File: config.mk
export PLATFORM = sky130hd
export DESIGN_NAME = lcd_ctrl
export DESIGN_NICKNAME = d
export VERILOG_FILES = /design/src/rtl/lcd_ctrl.sv
export SDC_FILE = /design/constraint.sdc
export NUM_CORES = 1
export LEC_CHECK = 0
export CAP_MARGIN = 20
export CORE_UTILIZATION = 55
export CTS_CLUSTER_SIZE = 28
export DETAILED_ROUTE_END_ITERATION = 6
export GPL_TIMING_DRIVEN = 1
export HOLD_SLACK_MARGIN = 0.08
export PLACE_DENSITY_LB_ADDON = 0.2
export SLEW_MARGIN = 40
export SYNTH_ARGS = -nofsm -noshare
export SYNTH_HDL_FRONTEND = slang
export SYNTH_SLANG_ARGS = --single-unit
File: constraint.sdc
create_clock -name clk_i -period 4.2 [get_ports clk_i]
set_input_delay 0.84 -clock clk_i [delete_from_list [all_inputs] [get_ports clk_i]]
set_output_delay 0.84 -clock clk_i [all_outputs]
set_load 0.01 [all_outputs]
File: src/rtl/lcd_ctrl.sv
// HD44780 write engine: latches {rs,data}, then SETUP -> EN pulse -> HOLD -> exec WAIT.
// Latency: RS/DATA valid 1 cycle after accept; ready returns SETUP+PULSE+HOLD+wait cycles later.
// Backpressure: ready_o low while busy; requests seen then are dropped. Optional LCD_INIT_EN adds power-up init.
module lcd_ctrl #(
   parameter int unsigned SETUP_CYC     = 2,
   parameter int unsigned PULSE_CYC     = 12,
   parameter int unsigned HOLD_CYC      = 2,
   parameter int unsigned EXEC_CYC      = 2000,
   parameter int unsigned LONG_EXEC_CYC = 80000,
   parameter int unsigned POWERUP_CYC   = 2000000
) (
   input  logic        clk_i,
   input  logic        rst_ni,
   input  logic        req_i,
   input  logic [8:0]  wdata_i,
   output logic        ready_o,
   output logic [31:0] status_o,
   output logic        lcd_on_o,
   output logic        lcd_rs_o,
   output logic        lcd_rw_o,
   output logic        lcd_en_o,
   output logic [7:0]  lcd_data_o
);

   localparam int unsigned MAX_CYC = (LONG_EXEC_CYC > POWERUP_CYC) ? LONG_EXEC_CYC : POWERUP_CYC;
   localparam int unsigned CW      = $clog2(MAX_CYC + 1);

   typedef enum logic [2:0] {
      S_IDLE, S_SETUP, S_PULSE, S_HOLD, S_WAIT
`ifdef LCD_INIT_EN
      , S_PWR
`endif
   } state_t;

   state_t        state;
   logic [CW-1:0] cnt;
   logic          busy;
   logic          init_done;
   logic          long_cmd;

`ifdef LCD_INIT_EN
   logic [2:0]    init_step;

   function automatic logic [7:0] init_cmd(input logic [2:0] idx);
      case (idx)
         3'd1:    init_cmd = 8'h38;
         3'd2:    init_cmd = 8'h0C;
         3'd3:    init_cmd = 8'h01;
         default: init_cmd = 8'h06;
      endcase
   endfunction
`endif

   // clear (0x01) and home (0x02/0x03) need the long execution wait
   assign long_cmd = !lcd_rs_o && (lcd_data_o inside {8'h01, 8'h02, 8'h03});
   assign lcd_rw_o = 1'b0;
   assign status_o = {30'b0, init_done, busy};

   always_ff @(posedge clk_i) begin
      if (!rst_ni) begin
         state      <= S_IDLE;
         cnt        <= '0;
         busy       <= 1'b0;
         init_done  <= 1'b0;
         ready_o    <= 1'b0;
         lcd_on_o   <= 1'b0;
         lcd_rs_o   <= 1'b0;
         lcd_en_o   <= 1'b0;
         lcd_data_o <= 8'h00;
`ifdef LCD_INIT_EN
         init_step  <= 3'd0;
`endif
      end else begin
         case (state)
            S_IDLE: begin
`ifdef LCD_INIT_EN
               if (!init_done) begin
                  if (init_step == 3'd0) begin
                     state     <= S_PWR;
                     cnt       <= CW'(POWERUP_CYC - 1);
                     lcd_on_o  <= 1'b1;
                     busy      <= 1'b1;
                     init_step <= 3'd1;
                  end else if (init_step <= 3'd4) begin
                     lcd_rs_o   <= 1'b0;
                     lcd_data_o <= init_cmd(init_step);
                     state      <= S_SETUP;
                     cnt        <= CW'(SETUP_CYC - 1);
                     init_step  <= init_step + 3'd1;
                  end else begin
                     init_done <= 1'b1;
                     ready_o   <= 1'b1;
                     busy      <= 1'b0;
                  end
               end else
`else
               init_done <= 1'b1;
               lcd_on_o  <= 1'b1;
`endif
               if (ready_o && req_i) begin
                  lcd_rs_o   <= wdata_i[8];
                  lcd_data_o <= wdata_i[7:0];
                  state      <= S_SETUP;
                  cnt        <= CW'(SETUP_CYC - 1);
                  ready_o    <= 1'b0;
                  busy       <= 1'b1;
               end else begin
                  ready_o <= 1'b1;
                  busy    <= 1'b0;
               end
            end
`ifdef LCD_INIT_EN
            S_PWR: begin
               if (cnt == '0) state <= S_IDLE;
               else           cnt   <= cnt - CW'(1);
            end
`endif
            S_SETUP: begin
               if (cnt == '0) begin
                  state    <= S_PULSE;
                  cnt      <= CW'(PULSE_CYC - 1);
                  lcd_en_o <= 1'b1;
               end else begin
                  cnt <= cnt - CW'(1);
               end
            end
            S_PULSE: begin
               if (cnt == '0) begin
                  state    <= S_HOLD;
                  cnt      <= CW'(HOLD_CYC - 1);
                  lcd_en_o <= 1'b0;
               end else begin
                  cnt <= cnt - CW'(1);
               end
            end
            S_HOLD: begin
               if (cnt == '0) begin
                  state <= S_WAIT;
                  cnt   <= long_cmd ? CW'(LONG_EXEC_CYC - 1) : CW'(EXEC_CYC - 1);
               end else begin
                  cnt <= cnt - CW'(1);
               end
            end
            S_WAIT: begin
               // raise ready on the same edge as the return to IDLE so the
               // busy window is exactly the sum of the phase lengths
               if (cnt == '0) begin
                  state   <= S_IDLE;
                  ready_o <= init_done;
                  busy    <= !init_done;
               end else begin
                  cnt <= cnt - CW'(1);
               end
            end
            default: state <= S_IDLE;
         endcase
      end
   end

endmodule

Word-level counts from Yosys, hierarchy flattened
Cells that the tools add are included.
{"block": "word_totals", "reg_bits": 37, "output_inout_bits": 45, "input_bits": 12, "word_cells": 59}
{"block": "classes", "eq_ne": 13, "n_reduce_logical": 15, "add_sub_neg": 1, "n_mux": 22}
{"op": "21-bit two-way mux", "count": 5}
{"op": "21-bit case mux with 5 select lines", "count": 1}
{"op": "21-bit logical NOT", "count": 1}
{"op": "21-bit by 1-bit subtractor with 21-bit output, second input constant", "count": 1}
{"op": "17-bit two-way mux", "count": 1}
{"op": "8-bit by 2-bit equality test with 1-bit output, second input constant", "count": 2}
{"op": "3-bit two-way mux", "count": 5}
{"op": "3-bit case mux with 5 select lines", "count": 1}
{"op": "2-bit inequality test, second input constant", "count": 6}
{"op": "8-bit by 1-bit equality test with 1-bit output, second input constant", "count": 1}
{"op": "3-bit by 2-bit equality test with 1-bit output, second input constant", "count": 2}
{"op": "1-bit two-way mux", "count": 6}
{"op": "1-bit case mux with 2 select lines", "count": 3}
{"op": "3-bit AND reduction", "count": 2}
{"op": "5-bit AND reduction", "count": 1}
{"op": "5-bit nonzero test", "count": 1}
{"op": "2-bit AND reduction", "count": 2}
{"op": "2-bit nonzero test", "count": 2}
{"op": "3-bit by 1-bit equality test with 1-bit output, second input constant", "count": 1}
{"op": "3-bit equality test, second input constant", "count": 1}
{"op": "3-bit logical NOT", "count": 1}
{"op": "3-bit nonzero test", "count": 1}
{"op": "1-bit logical AND", "count": 2}
{"op": "1-bit logical NOT", "count": 2}

Depth between registers and ports, before layout
Gate-level depths: netlist (run 1).
{"block": "depth", "ltp_word": 6, "depth_mapped": 9, "depth_no_buf": 8}

Least setup slack after synthesis (run 1)
No wires, ideal clock.
{"block": "synth_timing", "kind": "input-to-reg", "startpoint": "in req_i", "endpoint": "reg cnt[20]", "t_required_ns": 4.080, "setup_time_ns": 0.120, "n_path_buf": 1, "setup_slack_ns": 1.886, "path_stages": 7, "arrival_ns": 2.194, "path_cell_list": "a2111oi_2 -> a21oi_1 -> o31ai_4 -> buf_4 -> nor3_1 -> xnor2_1 -> nor2_1"}
{"block": "synth_between", "elab_chain_cells": 3}
{"item": "start: declaration", "line": "14", "source": "input logic req_i,"}
{"item": "1-bit logical AND", "line": "100", "source": "if (ready_o && req_i) begin"}
{"item": "2-bit inequality test (no line)"}
{"item": "3-bit AND reduction (no line)"}
{"item": "end signal: assignment", "line": "104", "source": "cnt <= CW'(SETUP_CYC - 1);"}
{"item": "end signal: assignment", "line": "121", "source": "cnt <= CW'(PULSE_CYC - 1);"}
{"item": "end signal: assignment", "line": "124", "source": "cnt <= cnt - CW'(1);"}
{"item": "end: declaration", "line": "36", "source": "logic [CW-1:0] cnt;"}
Every way passes these cells.
A chain may end at the register's enable or synchronous reset.

Worst setup path in the final report (run 1)
{"block": "layout_timing", "startpoint": "reg cnt[10]", "endpoint": "reg cnt[9]"}
{"block": "layout_between", "elab_chain_cells": 3, "word_cells_on_any_way": 7, "classes_between": "eq/ne (1); mux (4); reduce/logical (2)"}
{"item": "21-bit logical NOT *"}
{"item": "21-bit two-way mux, or another cell as far along", "line": "137", "source": "if (cnt == '0) begin"}
{"item": "21-bit case mux with 5 select lines / 3-bit AND reduction (equally long branches)"}
Mark *: on every way between the ends. The rest lies on a longest branch, timed or not.

==> summary.md, run 1 <==
| Metric | Value |
|---|---|
| Most frequent cells in the layout | 43 x nand2_1, 37 x dfxtp_1, 31 x conb_1 |
| Final TNS setup | 0 ns |
| DRC errors left | 2 |
| P&R area growth vs syn | 6.61% |
| H-tree levels | 2 |
| Slowest CP cell | nor2_2 |
| Slew Viols, Final | 0 |
| Die H | ~70 um |
| Post-synth ARST share | 0 |
| I/O Buffers | 25 |
| Fin crit period | roughly 2.6 ns |
| Mapped Cells | approximately 340 |
| Netlist Area Pre-Place | 2610 um2 |
| Critical Path Max Stage Delay | between 0.6 and 0.7 ns |
| Max Clock Freq | roughly 0.38 GHz |
| Final worst path period share | 0.624 |
| Core Area | around 4400 um2 |
| Post-CTS setup buffer count | 0 |
| Post-synth EDFFs | 0 |
| Wire length of the first global-routing pass | 10.8 mm |
| PostCTS Resize Cnt | 0 |
| 1st-pass router iterations | 7 |
| R2R setup slack | 1.58 ns |
| Clock Latency Late Sink | 0.30 ns |
| Worst slew margin | 0.492 |
| Avg WL per Cell | about 16 um |
| Worst R2R Path Depth | 6 |
| Final setup viols | 0 |
| Post-route ant nets | 0 |
| All-layer global routing usage | 0.274 |
| RR Endpoint | cnt[9] |
| Max Cap Viol | 0 |
| Worst Path Arrival | between 2 and 3 ns |
| Hold endpoint | lcd_data_o[6] |
| Via count | between 2k and 2.5k |
| Status | finished with violations |
| CTS tree | yes |
| Synth warn | 0 |
| 1st-iter DRT viols | 332 |
| Dpl ws | roughly 1.4 ns |
| HP Class | register to register |
| Worst setup SP type | register |
| Worst endpoint required time | ~4.4 ns |
| VDD IR max | 0.000486 V |
| Antenna diode count | 0 |
| Worst-Margin Slew | ~0.76 ns |
| Static Leak | 1.06 nW |
| RSZ-0062 raised after global routing | no |
| Failing checks | design-rule violations |
| Final hold vios | 0 |
| Seq/Total Area, Yosys | 0.284 |
| HP Start | lcd_data_o[6] |
| CP cell instances | nor3_1 > nand4_2 > nor2_2 > a221oi_1 > a32oi_1 > o211ai_1 |
| Synth Flop Type | dfxtp_1 |
| Clock transition at path regs | around 0.080 ns |
| Clock Sink Count | 37 |
| Clock Path Buffers | 2 |
| Hold buffer count at CTS | 0 |
| Die area | just over 5000 um2 |
| Post-synthesis cell type count | 65 |
| Initial Util | 0.588 |
| Commonest non-fill, non-tap cell in the layout | nand2_1 |
| Routability cong. | between 0.9 and 1 |
| Vias/cell | about 6.1 |
| CP Max Fanout | 17 |
| Initial antenna violation count | 0 |
| Placed instance count | ~400 |
| Clock buffer count from CTS | 5 |
| Crit Path Category | register to register |
| Layout cells sized above 1 | 0.0625 |
| Final WL | approximately 6.4 mm |
| Post-Route Skew | between 0.005 and 0.006 ns |
| Io pins | between 50 and 60 |
| Hold Path Cell Cnt | 2 |
| Synthesized flop and latch total | 37 |
| Post-Layout Cell Count | 404 |
| Syn Area/Cell | 7.73 um2 |
| Vias in the first global route | around 2.3k |
| Post-DP HPWL | between 4 and 5 mm |
| Worst r2r src | cnt[10] |
| CP endpoint kind | register |
| Post-route setup slack | ~1.6 ns |
| Total grt overflow | 0 |
| Pwr Density | between 1000 and 1500 nW/um2 |
| CTS root buf | clkbuf_8 |
| Largest net degree at the start of global routing | 21 |
| Final nets | ~370 |
| Die W | slightly above 70 um |
| Rows | 24 |
## flip-flops by register name, summed over array words and instances, names as in the netlist
register and cells:
ready_o 1, lcd_en_o 1, busy 1, state 3
init_done 1, cnt 21, lcd_data_o 8, lcd_rs_o 1
## layer usage
metal | GRT usage | part of all wire | vias to the layer above
li1 | - | - | 1179
met1 | 0.373 | 0.46 | 1127
met2 | 0.404 | 0.44 | 121
met3 | 0.0670 | 0.074 | 22
met4 | 0.138 | 0.026 | 0
met5 | 0 | 0 | -
## worst max-delay path: cells and delay by family (launching register included)
family,cells,cell delay (ns)
AO/OA/AOI/OAI,3,0.59
flip-flops,1,0.40
AND/OR/NAND/NOR,3,1.50
## where the power goes
part	internal (mW)	leakage [nW]	switching (mW)
combinational	0.713	0.695	1.16
sequential	0.475	0.302	0.199
clock	0.194	0.0585	0.136
total	1.38	1.06	1.50
## layout make-up
class	count	area (um2)
Fill cell	404	1660
Multi-Input combinational cell	269	1550
Sequential cell	37	741
Timing Repair Buffer	28	273
Clock buffer	7	86.3
Tap cell	52	65.1
Inverter	10	37.5
Clock inverter	1	30.0
## logic make-up after synthesis
kind of cell               count (synthesis)  synth area share
xor gates and xnor gates                  17            0.0570
adders and majority gates                  2           0.00958
other                                      1           0.00144
AOI/OAI and AO/OA                         80             0.208
and+or+nand+nor                          139             0.275
DFF                                       37             0.284
buffers and inverters                     62             0.165
## cell usage after synthesis (all sizes together) (2+ instances only)
cell type | count | area [um2]
dfxtp | 37 | 741
a31oi | 3 | 18.8
nor2 | 25 | 96.4
o31ai | 4 | 43.8
inv | 10 | 37.5
xor2 | 5 | 43.8
nand2 | 44 | 168
and2 | 2 | 12.5
a2111oi | 2 | 23.8
a22oi | 4 | 30.0
o32ai | 2 | 17.5
o21ai | 15 | 75.1
buf | 45 | 338
clkbuf | 6 | 46.3
and3 | 5 | 31.3
nand3 | 12 | 60.1
ha | 2 | 25.0
nor4 | 11 | 83.8
nor3 | 19 | 100
or4 | 2 | 18.8
xnor2 | 12 | 105
a21oi | 25 | 129
o221ai | 2 | 17.5
o211ai | 6 | 45.0
nor3b | 3 | 27.5
a21o | 2 | 15.0
nor2b | 4 | 25.0
nand4 | 6 | 43.8
o22ai | 2 | 12.5
## stage by stage
step | hold slack (ns) | cell area, um2 | power [mW] | utilization
6_report | 0.478 | 2780 | 2.88 | 0.626
5_1_grt | 0.494 | 2780 | 3.12 | 0.626
4_1_cts | 0.479 | 2780 | 2.83 | 0.626
3_5_place_dp | 0.469 | 2670 | 2.49 | 0.600
3_3_place_gp | 0.461 | 2670 | 2.47 | 0.600
2_1_floorplan | 0.462 | 2720 | 2.16 | -
## worst max path at each step
stage	startpoint	endpoint	cells after the start
detailed placement	rst_ni	cnt[8]	6
finish	cnt[10]	cnt[9]	6
floorplan	req_i	cnt[20]	7
global placement	req_i	cnt[16]	8
global route	cnt[10]	cnt[9]	6
CTS	cnt[10]	cnt[9]	6
(Power assumes the default switching activity.)
==> run 2, diff against run 1 <==
--- a/config.mk
+++ b/config.mk
@@ -6,7 +6,7 @@
 export NUM_CORES = 1
 export LEC_CHECK = 0
 export CAP_MARGIN = 20
-export CORE_UTILIZATION = 55
+export CORE_UTILIZATION = 51
 export CTS_CLUSTER_SIZE = 28
 export DETAILED_ROUTE_END_ITERATION = 6
 export GPL_TIMING_DRIVEN = 1
==> constraint.sdc (replaced) <==
create_clock -name clk_i -period 2.5 [get_ports clk_i]
set_input_delay 0.5 -clock clk_i [delete_from_list [all_inputs] [get_ports clk_i]]
set_output_delay 0.5 -clock clk_i [all_outputs]
set_load 0.01 [all_outputs]
==> run 2 against run 1 <==
  * The run now ends clean
  * Sequential cell count did not move
  * Clock skew grew 0.00070 ns
  * Critical path depth rose by 1
  * Sequential power rose by 53%
  * Critical path type unchanged
  * Critical endpoint is now cnt[12]
==> summary.md, run 2 (synthesized netlist as in run 1, its figures left out) <==
| Metric | Value |
|---|---|
| Top flop regs | cnt (21), lcd_data_o (8), state (3) |
| Rows | 25 (+4.2%) |
| Post-Route Skew | 0.00622 ns (+0.000704 ns) |
| Worst Path Arrival | 2.38 ns (-0.43 ns) |
| Clock Latency Late Sink | 0.29 ns (about the same) |
| CP Max Fanout | 17 (unchanged) |
| I/O Buffers | 25 (unchanged) |
| Hold endpoint | lcd_data_o[3] |
| All-layer global routing usage | 0.266 (-0.00818) |
| Worst endpoint required time | 2.66 ns (-1.72 ns) |
| Layout cells sized above 1 | 0.101 (+0.0386) |
| Clock buffer count from CTS | 5 (unchanged) |
| Wire length of the first global-routing pass | 11.0 mm (+1.5%) |
| CP cell instances | inv_1 > ha_1 > nor2b_1 > and4_1 > nand2_2 > o21ai_0 > o32ai_1 |
| VDD IR max | 0.000687 V (+41%) |
| Final TNS setup | 0 ns (unchanged) |
| Worst-Margin Slew | 0.612 ns (-0.149 ns) |
| Worst slew margin | 0.592 (+0.100) |
| Commonest non-fill, non-tap cell in the layout | nand2_1 |
| 1st-iter DRT viols | 263 (-21%) |
| Final hold vios | 0 (unchanged) |
| Clock Sink Count | 37 (unchanged) |
| RSZ-0062 raised after global routing | no |
| Final WL | 6.68 mm (+4.4%) |
| Initial Util | 0.542 (-0.0455) |
| Io pins | 57 (unchanged) |
| Vias/cell | 5.77 (-4.8%) |
| Worst r2r src | cnt[0] |
| PostCTS Resize Cnt | 0 (unchanged) |
| Post-CTS setup buffer count | 0 (unchanged) |
| Hold buffer count at CTS | 0 (unchanged) |
| R2R setup slack | 0.29 ns (-1.29 ns) |
| Largest net degree at the start of global routing | 18 (-14%) |
| Core Area | 4820 um2 (+8.4%) |
| Max reg flops | 21 (unchanged) |
| Clock Path Buffers | 2 (unchanged) |
| Antenna diode count | 0 (unchanged) |
| CP endpoint kind | register |
| HP Start | lcd_data_o[3] |
| Avg WL per Cell | 15.4 um (-2.6%) |
| HP Class | register to register |
| Total grt overflow | 0 (unchanged) |
| Static Leak | 1.13 nW (+6.7%) |
| Max Cap Viol | 0 (unchanged) |
| Die area | 5410 um2 (+7.6%) |
| Reg with most FFs | cnt |
| Final setup viols | 0 (unchanged) |
| 1st-pass router iterations | 5 (-2) |
| Critical Path Max Stage Delay | 0.45 ns (-0.22 ns) |
| Status | completed |
| Hold Path Cell Cnt | 2 (unchanged) |
| Final nets | 379 (+3.8%) |
| Fin crit period | 2.21 ns (-0.408 ns) |
| Delay-heaviest family, CP | simple AND/OR/NAND/NOR gates |
| RR Endpoint | cnt[12] |
| H-tree levels | 2 (unchanged) |
| Final worst path period share | 0.886 (+0.262) |
| Via count | 2499 (+2.0%) |
| CP bufs+invs | 1 (+1) |
| DRC errors left | 0 (-2) |
| Worst setup SP type | register |
| Worst R2R Path Depth | 7 (+1) |
| P&R area growth vs syn | 11.5% |
| Slew Viols, Final | 0 (unchanged) |
| Routability cong. | 1.00 (+11%) |
| Crit Path Category | register to register |
| Max Clock Freq | 0.452 GHz (+18%) |
| Post-DP HPWL | 4.95 mm (+9.8%) |
| Post-route ant nets | 0 (unchanged) |
| Die H | 73.6 um (+3.7%) |
| Slowest CP cell | o21ai_0 |
| Clock transition at path regs | 0.08 ns (about the same) |
| CTS root buf | clkbuf_8 |
| Vias in the first global route | 2177 (-5.6%) |
| Initial antenna violation count | 0 (unchanged) |
| Pwr Density | 1740 nW/um2 (+68%) |
| Die W | 73.6 um (+3.7%) |
| CTS tree | yes |
| WHS | 0.473 ns (-0.00441 ns) |
| Most frequent cells in the layout | 43 x nand2_1, 37 x dfxtp_1, 31 x conb_1 |
run 2: changes by cell type in the layout (fill, tap and decap cells not counted):
cell	before	now
buf_4	3	17
clkbuf_1	1	0
clkinvlp_4	0	1
run 2: power breakdown:
group / total (mW) / leakage (nW) / switching, mW / internal, mW
sequential: 1.03 / 0.302 / 0.235 / 0.798
clock: 0.555 / 0.0574 / 0.230 / 0.325
combinational: 3.47 / 0.766 / 2.12 / 1.35
run 2: how the worst max path moves through the flow:
stage	startpoint	endpoint	slack [ns]	depth (start not counted)
6_report	cnt[0]	cnt[12]	0.29	7
5_1_grt	cnt[0]	cnt[9]	0.1	9
4_1_cts	cnt[0]	cnt[12]	0.32	7
3_5_place_dp	req_i	cnt[16]	0.24	7
3_3_place_gp	req_i	cnt[16]	0.27	7
2_1_floorplan	cnt[0]	cnt[16]	0.42	9
run 2: per-layer routing:
layer  GRT usage  vias up  wire length (um)  share of wire
met4      0.0940        0                99          0.015
met5           0        -                 0              0
met1       0.384     1176              3130           0.47
li1            -     1203                 -              -
met2       0.396      110              2990           0.45
met3      0.0439       10               464          0.069
run 2: cell type report:
| cell class | instances | area [um2] |
|---|---|---|
| Fill cell | 457 | 1910 |
| Multi-Input combinational cell | 269 | 1550 |
| Sequential cell | 37 | 741 |
| Timing Repair Buffer | 42 | 378 |
| Tap cell | 67 | 83.8 |
| Clock buffer | 6 | 82.6 |
| Clock inverter | 2 | 37.5 |
| Inverter | 10 | 37.5 |
run 2: stage by stage:
step / util / setup slack, ns / instances / power, mW / instance area [um2]
global placement: 0.579 / 0.272 / 425 / 4.38 / 2790
CTS: 0.604 / 0.324 / 433 / 4.99 / 2910
floorplan: - / 0.425 / 368 / 3.62 / 2720
global route: 0.604 / 0.100 / 433 / 5.43 / 2910
detailed placement: 0.579 / 0.243 / 425 / 4.42 / 2790
finish: 0.604 / 0.285 / 433 / 5.06 / 2910
run 2: tightest hold or removal path, cell delays in order, from the launching register on:
cell and delay [ns]:
dfxtp_1 0.33, nand2_1 0.05, a21oi_1 0.05
